`src/rtl/aplic_pkg.sv`:
```
// Shared types and constants for the APLIC MSI delivery path.
package aplic_pkg;

    localparam int APLIC_HART_IDX_W = 14;
    localparam int APLIC_EIID_W     = 11;
    localparam int MSI_PAGE_SHIFT   = 12;

    typedef logic [APLIC_HART_IDX_W-1:0] hart_index_t;
    typedef logic [APLIC_EIID_W-1:0]     eiid_t;

    typedef enum logic {
        IDLE  = 1'b0,
        ISSUE = 1'b1
    } msi_sched_state_e;

    // One candidate MSI: either a source (is_gen=0, src=k) or the genmsi slot.
    typedef struct packed {
        hart_index_t hi;
        eiid_t       eiid;
        logic        is_gen;
        logic [9:0]  src;
    } msi_req_t;

endpackage

```
`src/rtl/aplic_rr_picker.sv`:
```
// Rotating priority encoder: the first set request at or after ptr wins,
// wrapping at NR_SRC. With a constant ptr it collapses to a plain priority
// encoder.
module aplic_rr_picker #(
    parameter int NR_SRC = 32,
    parameter int IDX_W  = $clog2(NR_SRC)
) (
    input  logic [NR_SRC-1:0] req,
    input  logic [IDX_W-1:0]  ptr,
    output logic              found,
    output logic [IDX_W-1:0]  idx
);

    int j;

    // Scan from the farthest offset down so the nearest request overwrites last.
    always_comb begin
        found = 1'b0;
        idx   = '0;
        j     = 0;
        for (int off = NR_SRC - 1; off >= 0; off--) begin
            j = int'(ptr) + off;
            if (j >= NR_SRC) begin
                j = j - NR_SRC;
            end
            if (req[j]) begin
                found = 1'b1;
                idx   = IDX_W'(j);
            end
        end
    end

endmodule

```
`src/rtl/aplic_msi_sched.sv`:
```
// APLIC MSI delivery scheduler: picks the genmsi slot or one eligible source,
// issues the MSI write on a valid/ready channel and then pulses a
// pending-clear for the source that was delivered.
// Build option: APLIC_MSI_SCHED_RR_EN selects rotating priority among sources;
// when undefined the lowest eligible index wins and no pointer is kept.
//
//   state | meaning
//   IDLE  | no write outstanding; a pick may happen this cycle
//   ISSUE | o_msi_valid held with stable addr/data until i_msi_ready
module aplic_msi_sched
    import aplic_pkg::*;
#(
    parameter int NR_SRC     = 32,
    parameter int HART_IDX_W = 14,
    parameter int EIID_W     = 11,
    parameter int ADDR_W     = 64
) (
    input  logic                         i_clk,
    input  logic                         ni_rst,
    input  logic                         i_domain_ie,
    input  logic [NR_SRC-1:0]            i_pend,
    input  logic [NR_SRC-1:0]            i_en,
    input  logic [NR_SRC*HART_IDX_W-1:0] i_target_hi,
    input  logic [NR_SRC*EIID_W-1:0]     i_target_eiid,
    input  logic [ADDR_W-1:0]            i_msi_base,
    input  logic                         i_genmsi_wr,
    input  logic [HART_IDX_W-1:0]        i_genmsi_hi,
    input  logic [EIID_W-1:0]            i_genmsi_eiid,
    output logic                         o_genmsi_busy,
    output logic                         o_msi_valid,
    input  logic                         i_msi_ready,
    output logic [ADDR_W-1:0]            o_msi_addr,
    output logic [31:0]                  o_msi_data,
    output logic                         o_clrip_valid,
    output logic [$clog2(NR_SRC)-1:0]    o_clrip_idx
);

    localparam int IDX_W = $clog2(NR_SRC);

    msi_sched_state_e state, state_next;

    logic [NR_SRC-1:0] req;
    logic              pick_found;
    logic [IDX_W-1:0]  pick_idx;
    logic [IDX_W-1:0]  rr_ptr;
    msi_req_t          pick;
    logic              pick_valid;
    logic              src_pick;
    logic              issue_go;
    logic              zero_clr;
    logic              done;
    hart_index_t       gen_hi;
    eiid_t             gen_eiid;
    logic              cur_is_gen;
    logic [9:0]        cur_src;

    // Source 0 does not exist; mask it out of the request vector.
    assign req = i_pend & i_en & {NR_SRC{i_domain_ie}} & {{(NR_SRC-1){1'b1}}, 1'b0};

    aplic_rr_picker #(
        .NR_SRC (NR_SRC),
        .IDX_W  (IDX_W)
    ) u_picker (
        .req    (req),
        .ptr    (rr_ptr),
        .found  (pick_found),
        .idx    (pick_idx)
    );

    // Candidate for this cycle: a full genmsi slot beats any source.
    always_comb begin
        pick       = '0;
        pick_valid = 1'b0;
        if (o_genmsi_busy) begin
            pick.hi     = gen_hi;
            pick.eiid   = gen_eiid;
            pick.is_gen = 1'b1;
            pick_valid  = 1'b1;
        end else if (pick_found) begin
            pick.hi    = i_target_hi[int'(pick_idx)*HART_IDX_W +: HART_IDX_W];
            pick.eiid  = i_target_eiid[int'(pick_idx)*EIID_W +: EIID_W];
            pick.src   = 10'(pick_idx);
            pick_valid = 1'b1;
        end
    end

    // Next-state and per-cycle strobes.
    always_comb begin
        state_next = state;
        issue_go   = 1'b0;
        zero_clr   = 1'b0;
        done       = 1'b0;
        case (state)
            IDLE: begin
                if (pick_valid) begin
                    // A source targeting EIID 0 is never delivered, only cleared.
                    if (!pick.is_gen && (pick.eiid == '0)) begin
                        zero_clr = 1'b1;
                    end else begin
                        issue_go   = 1'b1;
                        state_next = ISSUE;
                    end
                end
            end
            ISSUE: begin
                if (i_msi_ready) begin
                    done       = 1'b1;
                    state_next = IDLE;
                end
            end
            default: state_next = IDLE;
        endcase
    end

    assign src_pick = (state == IDLE) && pick_valid && !pick.is_gen;

    // State register.
    always_ff @(posedge i_clk or negedge ni_rst) begin
        if (!ni_rst) begin
            state <= IDLE;
        end else begin
            state <= state_next;
        end
    end

`ifdef APLIC_MSI_SCHED_RR_EN
    // Rotating pointer: restart just after the last source served, skipping 0.
    always_ff @(posedge i_clk or negedge ni_rst) begin
        if (!ni_rst) begin
            rr_ptr <= IDX_W'(1);
        end else if (src_pick) begin
            rr_ptr <= (pick_idx == IDX_W'(NR_SRC - 1)) ? IDX_W'(1) : pick_idx + IDX_W'(1);
        end
    end
`else
    assign rr_ptr = IDX_W'(1);
`endif

    // MSI request, clear pulse and genmsi slot registers.
    always_ff @(posedge i_clk or negedge ni_rst) begin
        if (!ni_rst) begin
            o_msi_valid   <= 1'b0;
            o_msi_addr    <= '0;
            o_msi_data    <= '0;
            o_clrip_valid <= 1'b0;
            o_clrip_idx   <= '0;
            o_genmsi_busy <= 1'b0;
            gen_hi        <= '0;
            gen_eiid      <= '0;
            cur_is_gen    <= 1'b0;
            cur_src       <= '0;
        end else begin
            o_clrip_valid <= 1'b0;
            if (issue_go) begin
                o_msi_valid <= 1'b1;
                o_msi_addr  <= i_msi_base + (ADDR_W'(pick.hi) << MSI_PAGE_SHIFT);
                o_msi_data  <= 32'(pick.eiid);
                cur_is_gen  <= pick.is_gen;
                cur_src     <= pick.src;
            end
            if (zero_clr) begin
                o_clrip_valid <= 1'b1;
                o_clrip_idx   <= IDX_W'(pick.src);
            end
            if (done) begin
                o_msi_valid <= 1'b0;
                if (cur_is_gen) begin
                    o_genmsi_busy <= 1'b0;
                end else begin
                    o_clrip_valid <= 1'b1;
                    o_clrip_idx   <= IDX_W'(cur_src);
                end
            end
            // Busy is still set on the completion cycle, so a write there is dropped.
            if (i_genmsi_wr && !o_genmsi_busy) begin
                o_genmsi_busy <= 1'b1;
                gen_hi        <= i_genmsi_hi;
                gen_eiid      <= i_genmsi_eiid;
            end
        end
    end

endmodule

```
`config.mk`:
```
export PLATFORM = sky130hd
export DESIGN_NAME = aplic_msi_sched
export DESIGN_NICKNAME = d
export VERILOG_FILES = /design/src/rtl/aplic_pkg.sv /design/src/rtl/aplic_rr_picker.sv /design/src/rtl/aplic_msi_sched.sv
export SDC_FILE = /design/constraint.sdc
export NUM_CORES = 1
export LEC_CHECK = 0
export ABC_CLOCK_PERIOD_IN_PS = 5100
export CAP_MARGIN = 20
export CORE_AREA = 2 2 412 414
export DETAILED_ROUTE_END_ITERATION = 8
export DIE_AREA = 0 0 414 416
export GPL_TIMING_DRIVEN = 0
export SLEW_MARGIN = 25
export SYNTH_ARGS = -nofsm -noshare
export SYNTH_HDL_FRONTEND = slang
export SYNTH_SLANG_ARGS = --single-unit
```
`constraint.sdc`:
```
create_clock -name i_clk -period 5.1 [get_ports i_clk]
set_input_delay 1.53 -clock i_clk [delete_from_list [all_inputs] [get_ports i_clk]]
set_output_delay 1.53 -clock i_clk [all_outputs]
set_load 0.01 [all_outputs]
```
# Word-level counts from Yosys, hierarchy flattened
# Cells that the tools add are included.
# totals
register_bits	115
in_bits	958
output_inout_bits	104
elab_cells	118
# classes
add_sub_neg	1
mul	2
shift	2
n_mux	90
bitwise	3
n_reduce_logical	9
# op_table
op	count
variable part select 448 x 10 -> 14 bit	1
variable part select 352 x 10 -> 11 bit	1
2-to-1 mux 5 bit	36
adder 64 x 26 -> 64 bit	1
AND 32 bit	2
2-to-1 mux 1 bit	51
2-to-1 mux 25 bit	2
logical NOT 11 bit	1
multiplier 5 x 4 -> 9 bit, second input constant	1
multiplier 5 x 3 -> 8 bit, second input constant	1
nonzero test 2 bit	3
logical AND 1 bit	2
logical NOT 1 bit	2
one-hot mux 1 bit (2 select lines)	1
AND reduction 2 bit	1
inverter 1 bit	1

# Longest topological paths before layout
# depth
ltp_word	45
mapped_depth	35
ltp_nobuf	28

# Hierarchy
# Synthesis repeated with hierarchy kept, for this count alone.
# hier_totals
cells_unflattened	1677
area_unflattened_um2	18231.2
# modules_own_cells
module	n_inst	cells_per_inst	area_each_um2	seq_area_each_um2
aplic_msi_sched	1	1032	12722.2	2877.8
aplic_rr_picker	1	645	5509.0	0.0

# Least setup slack after synthesis
# No wires, ideal clock.
# synth_path
path_type	input-to-reg
startpoint	in i_pend[13]
endpoint	reg o_msi_addr[58]
setup_ps	128
arrival_ps	7442
required_ps	4972
slack_ps	-2469
path_stages	33
path_buffers	6
path_cell_list	a22oi_1 nor2b_1 o21ai_0 a2111oi_4 or2_2 buf_6 buf_4 buf_2 clkbuf_1 clkbuf_1 a21oi_1 a221oi_1 nand2_1 nand3_1 nand3_1 a32o_1 ha_1 inv_1 fa_1 nor2b_1 o21ai_0 a21boi_0 o21ai_0 nand2b_1 a31oi_1 o2111ai_1 o211a_1 nor3_1 nor2_1 clkbuf_1 nand3_1 xnor2_1 mux2_1
# synth_between
elab_chain_cells	24
elab_cells_between_ends	42
classes_between	add/sub (1); mul (2); shift (2); mux (33); bitwise (2); reduce/logical (2)
# synth_lines
item	line_no	rtl
start, declared	aplic_msi_sched.sv:21	input logic [NR_SRC-1:0] i_pend,
AND 32 bit * (2 in series)	aplic_msi_sched.sv:58	assign req = i_pend & i_en & {NR_SRC{i_domain_ie}} & {{(NR_SRC-1){1'b1}}, 1'b0};
parallel branches: the longest is 22 deep, another holds 2-to-1 mux 5 bit	-	
end signal, assigned	aplic_msi_sched.sv:156	o_msi_addr <= i_msi_base + (ADDR_W'(pick.hi) << MSI_PAGE_SHIFT);
end, declared	aplic_msi_sched.sv:32	output logic [ADDR_W-1:0] o_msi_addr,
# Mark *: on every way between the ends.
# A chain may end at the register's enable or synchronous reset.

# Worst setup path in the final report
# layout_path
startpoint	in i_pend[12]
endpoint	reg o_msi_addr[28]
# layout_between
elab_chain_cells	23
elab_cells_between_ends	40
classes_between	add/sub (1); mul (2); shift (2); mux (31); bitwise (2); reduce/logical (2)
# layout_lines
item	line_no
AND 32 bit * (2 in series)	aplic_msi_sched.sv:58
parallel branches: the longest is 21 deep, another holds 2-to-1 mux 5 bit	-
# Marks and branches as above.

==> impl_metrics.toml <==
[global_routing]
grt-ovfl-total = 0
grt_use_total_pct = 19.8
global_route_wire_length_before_repair_mm = 228
grt_start_max_net_pins = 66
first_global_vias = 23100
antenna_violations_before_repair = 66

[clock_network]
htree_levels = 4
clk_slew_on_worst_s_h_paths_ns = 0.06
clock_sinks = 115
cts_buffer_depth = 2
tritoncts_clock_tree = "done"
clock-root-buffer = "sky130_fd_sc_hd__clkbuf_16"
clock_insertion_delay_worst_skew_ns = 0.44
cts_inserted_buffers = 17

[critical_path]
endpoint_kind = "register"
arrival_ns = 7.37
worstPathMaxFanout = 8
cp.required_ns = 5.40
ff2ff_path_depth = 17
critical_path.slowest_cell = "sky130_fd_sc_hd__nor3_4"
critical_setup_path_class = "in2reg"
crit_path_start_kind = "input port"
crit_path_max_incr_delay_ns = 0.36

[floorplan]
die_h_um = 416
initial_core_util_pct = 8.41
die_area_mm2 = 0.172
die_width_um = 414
rows = 151
fp.coreArea_mm2 = 0.168
ioPinCount = 1062

[synthesis]
muxShareOfSynthArea_pct = 13.3
synth_simple_gate_area_share_pct = 24.3
ys_ff_latch = 115
synth_area_in_compound_gates_pct = 30.4
ys_seq_area_share_pct = 20.3
synthArstFlopShare_pct = 100
synthXorXnorAreaFrac_pct = 2.97
mappedNetlistArea_mm2 = 0.0141
synthFlopType = "sky130_fd_sc_hd__dfrtp_1"
synth_enable_flop_cells = 0
synth_area_per_cell_um2 = 7.36
syn-instance-count = 1921
ys_types = 88
largest_family_of_logic_cells_by_synthesized_area = "compound AO/OA/AOI/OAI gates"
synth_warnings = 0
synth_fa_ha_area_share_pct = 1.38

[sta]
timing.final.ws_setup_ns = -1.98
transition_time_of_the_tightest_slew_check_pin_ns = 1.01
period_needed_ns = 7.08
slew_headroom_pct = 32.5
timing_hold_violations_final = 0
rsz0062_at_grt = "true"
fin_worst_skew_ns = 0.0199
timing.final.max_slew_violations = 0
setup_viols_final = 89
layout_worst_path_cycle_share_pct = 139
maxClockFrequency_ghz = 0.141

[route]
via_count = 23200
postRouteWirelength_mm = 179
wl_per_cell_um = 32.9
route.detailed.drc = 0
drt_pass1_iterations = 6
drt.antenna.violating_nets = 0
drt-initial-drc-count = 2138
detail_route.vias_per_cell = 4.25

[finish]
finish.instance_area_mm2 = 0.0334
area.growth.synth_to_final_pct = 136
proportion_of_layout_cells_with_a_drive_suffix_above_1_pct = 26.1
multiInputGateArea_mm2 = 0.0124
regArea_mm2 = 0.00288
num-nets-final = 4162
fillerInstances = 18800
final_util_pct = 19.8

[power_and_ir_drop]
static-leakage-power_nw = 12.8
peakVddDrop_v = 0.000210
finalPower_mw = 12.0
power_per_cell_area_mw_per_mm2 = 359

[placement]
place.port_buffers = 1038
placedInstanceArea_mm2 = 0.0282
gp_routability_congestion = 1.03
detailedPlacementHpwl_mm = 151

[min_path]
hold-path-cell-count = 1
min_path_type = "reg2reg"

[run]
cap_violations = 0

[outcome]
run_status = "complete, but fails checks"
failing_checks = "setup timing"
[synthesized netlist by cell type (26+ instances only)]
master | instances | area [µm²]
sky130_fd_sc_hd__o21ai_0 | 36 | 180
sky130_fd_sc_hd__clkbuf_1 | 90 | 338
sky130_fd_sc_hd__a221oi_1 | 164 | 1440
sky130_fd_sc_hd__mux2i_1 | 51 | 510
sky130_fd_sc_hd__a31oi_1 | 36 | 225
sky130_fd_sc_hd__nor2_1 | 51 | 191
sky130_fd_sc_hd__mux2_2 | 31 | 349
sky130_fd_sc_hd__inv_1 | 29 | 109
sky130_fd_sc_hd__dfrtp_1 | 115 | 2880
sky130_fd_sc_hd__xnor2_1 | 37 | 324
sky130_fd_sc_hd__nand3_1 | 128 | 641
sky130_fd_sc_hd__buf_2 | 36 | 180
sky130_fd_sc_hd__a21oi_1 | 146 | 731
sky130_fd_sc_hd__mux2_4 | 60 | 901
sky130_fd_sc_hd__buf_4 | 26 | 195
sky130_fd_sc_hd__nand2_1 | 490 | 1840
[power by group]
group | switching, mW | internal (mW)
clock network | 0.519 | 0.774
logic | 4.64 | 4.34
registers | 0.339 | 1.38
[state kept, by name, indices dropped and copies added, names as in the netlist]
register and cells:
o_msi_valid 1, gen_hi 14, o_msi_data 11, gen_eiid 11, o_msi_addr 64, cur_src 5, o_clrip_valid 1, state 1
o_genmsi_busy 1, cur_is_gen 1, o_clrip_idx 5
[path summary, 6_finish.rpt]
check	end	slack [ns]	from
min in group asynchronous	o_msi_addr[28]	1.02	ni_rst
setup / recovery	o_msi_addr[28]	-1.98	i_pend[12]
max in group asynchronous	cur_src[3]	3.33	ni_rst
hold reg to reg	o_msi_valid	0.48	o_msi_valid
setup reg to reg	o_msi_addr[28]	-0.64	o_genmsi_busy
hold / removal	o_msi_valid	0.48	o_msi_valid
[cell type report]
type / instances / area share (%)
repair buffers: 1233 / 36.6
well taps: 2218 / 8.32
flip-flops and latches: 115 / 8.63
inverters: 30 / 0.356
clock buffers: 17 / 1.28
multi-input cells: 1610 / 37.2
clock inverters: 14 / 0.540
plain buffers: 182 / 6.83
diodes: 28 / 0.210
[layout by cell type (no fill, tap or decap), types with 47 or more instances in the layout]
| cell | n |
|---|---|
| sky130_fd_sc_hd__nand2_1 | 455 |
| sky130_fd_sc_hd__buf_4 | 174 |
| sky130_fd_sc_hd__mux2i_1 | 47 |
| sky130_fd_sc_hd__mux2_4 | 68 |
| sky130_fd_sc_hd__dfrtp_1 | 115 |
| sky130_fd_sc_hd__clkdlybuf4s50_1 | 974 |
| sky130_fd_sc_hd__buf_6 | 52 |
| sky130_fd_sc_hd__a21oi_1 | 123 |
| sky130_fd_sc_hd__clkbuf_16 | 51 |
| sky130_fd_sc_hd__a221oi_1 | 112 |
| sky130_fd_sc_hd__nand3_1 | 89 |
[critical path: cells and delay by family]
kind            cells  cell delay [ns]
compound gates     11             1.87
buf+inv            12             1.86
simple gates        9             1.23
fa+ha+maj           2             0.38
mux                 1             0.31
xor+xnor            1             0.15
[per-layer routing]
layer / up-vias / GRT usage (%) / routed length, µm / part of all wire, %
met1: 11300 / 22.3 / 66900 / 37
met2: 1575 / 34.7 / 87800 / 49
li1: 9824 / - / - / -
met3: 381 / 4.85 / 13200 / 7.4
met4: 28 / 9.88 / 10800 / 6.0
met5: - / 0 / 183 / 0.10
[through the flow]
stage | worst slack [ns] | hold slack (ns) | TNS [ns] | cells
after floorplan | -1.69 | 0.481 | -68.13 | 1941
after global placement | -6.69 | 0.470 | -795.90 | 5197
after detailed placement | -5.70 | 0.479 | -384.68 | 5206
after CTS | -1.90 | 0.493 | -99.47 | 5379
after global routing | -2.16 | 0.509 | -164.98 | 5434
final | -1.98 | 0.485 | -153.51 | 5447
[kinds of logic (layout without fill, tap and decap cells)]
| family | count (synthesis) | count (layout) |
|---|---|---|
| compound gates | 589 | 589 |
| xor+xnor | 48 | 48 |
| fa+ha+maj | 15 | 15 |
| buf+inv | 216 | 1476 |
| flops | 115 | 115 |
| mux | 152 | 152 |
| other cells | 1 | 49 |
| simple gates | 785 | 785 |
[timing repair]
action,in CTS,in global routing
hold buffers,0,0
gates cloned,7,2
pin swaps,139,34
setup buffers,150,38
setup endpoints to repair,89,89
gates resized for setup,726,106
Note: power is estimated with default switching activity, not from simulation.
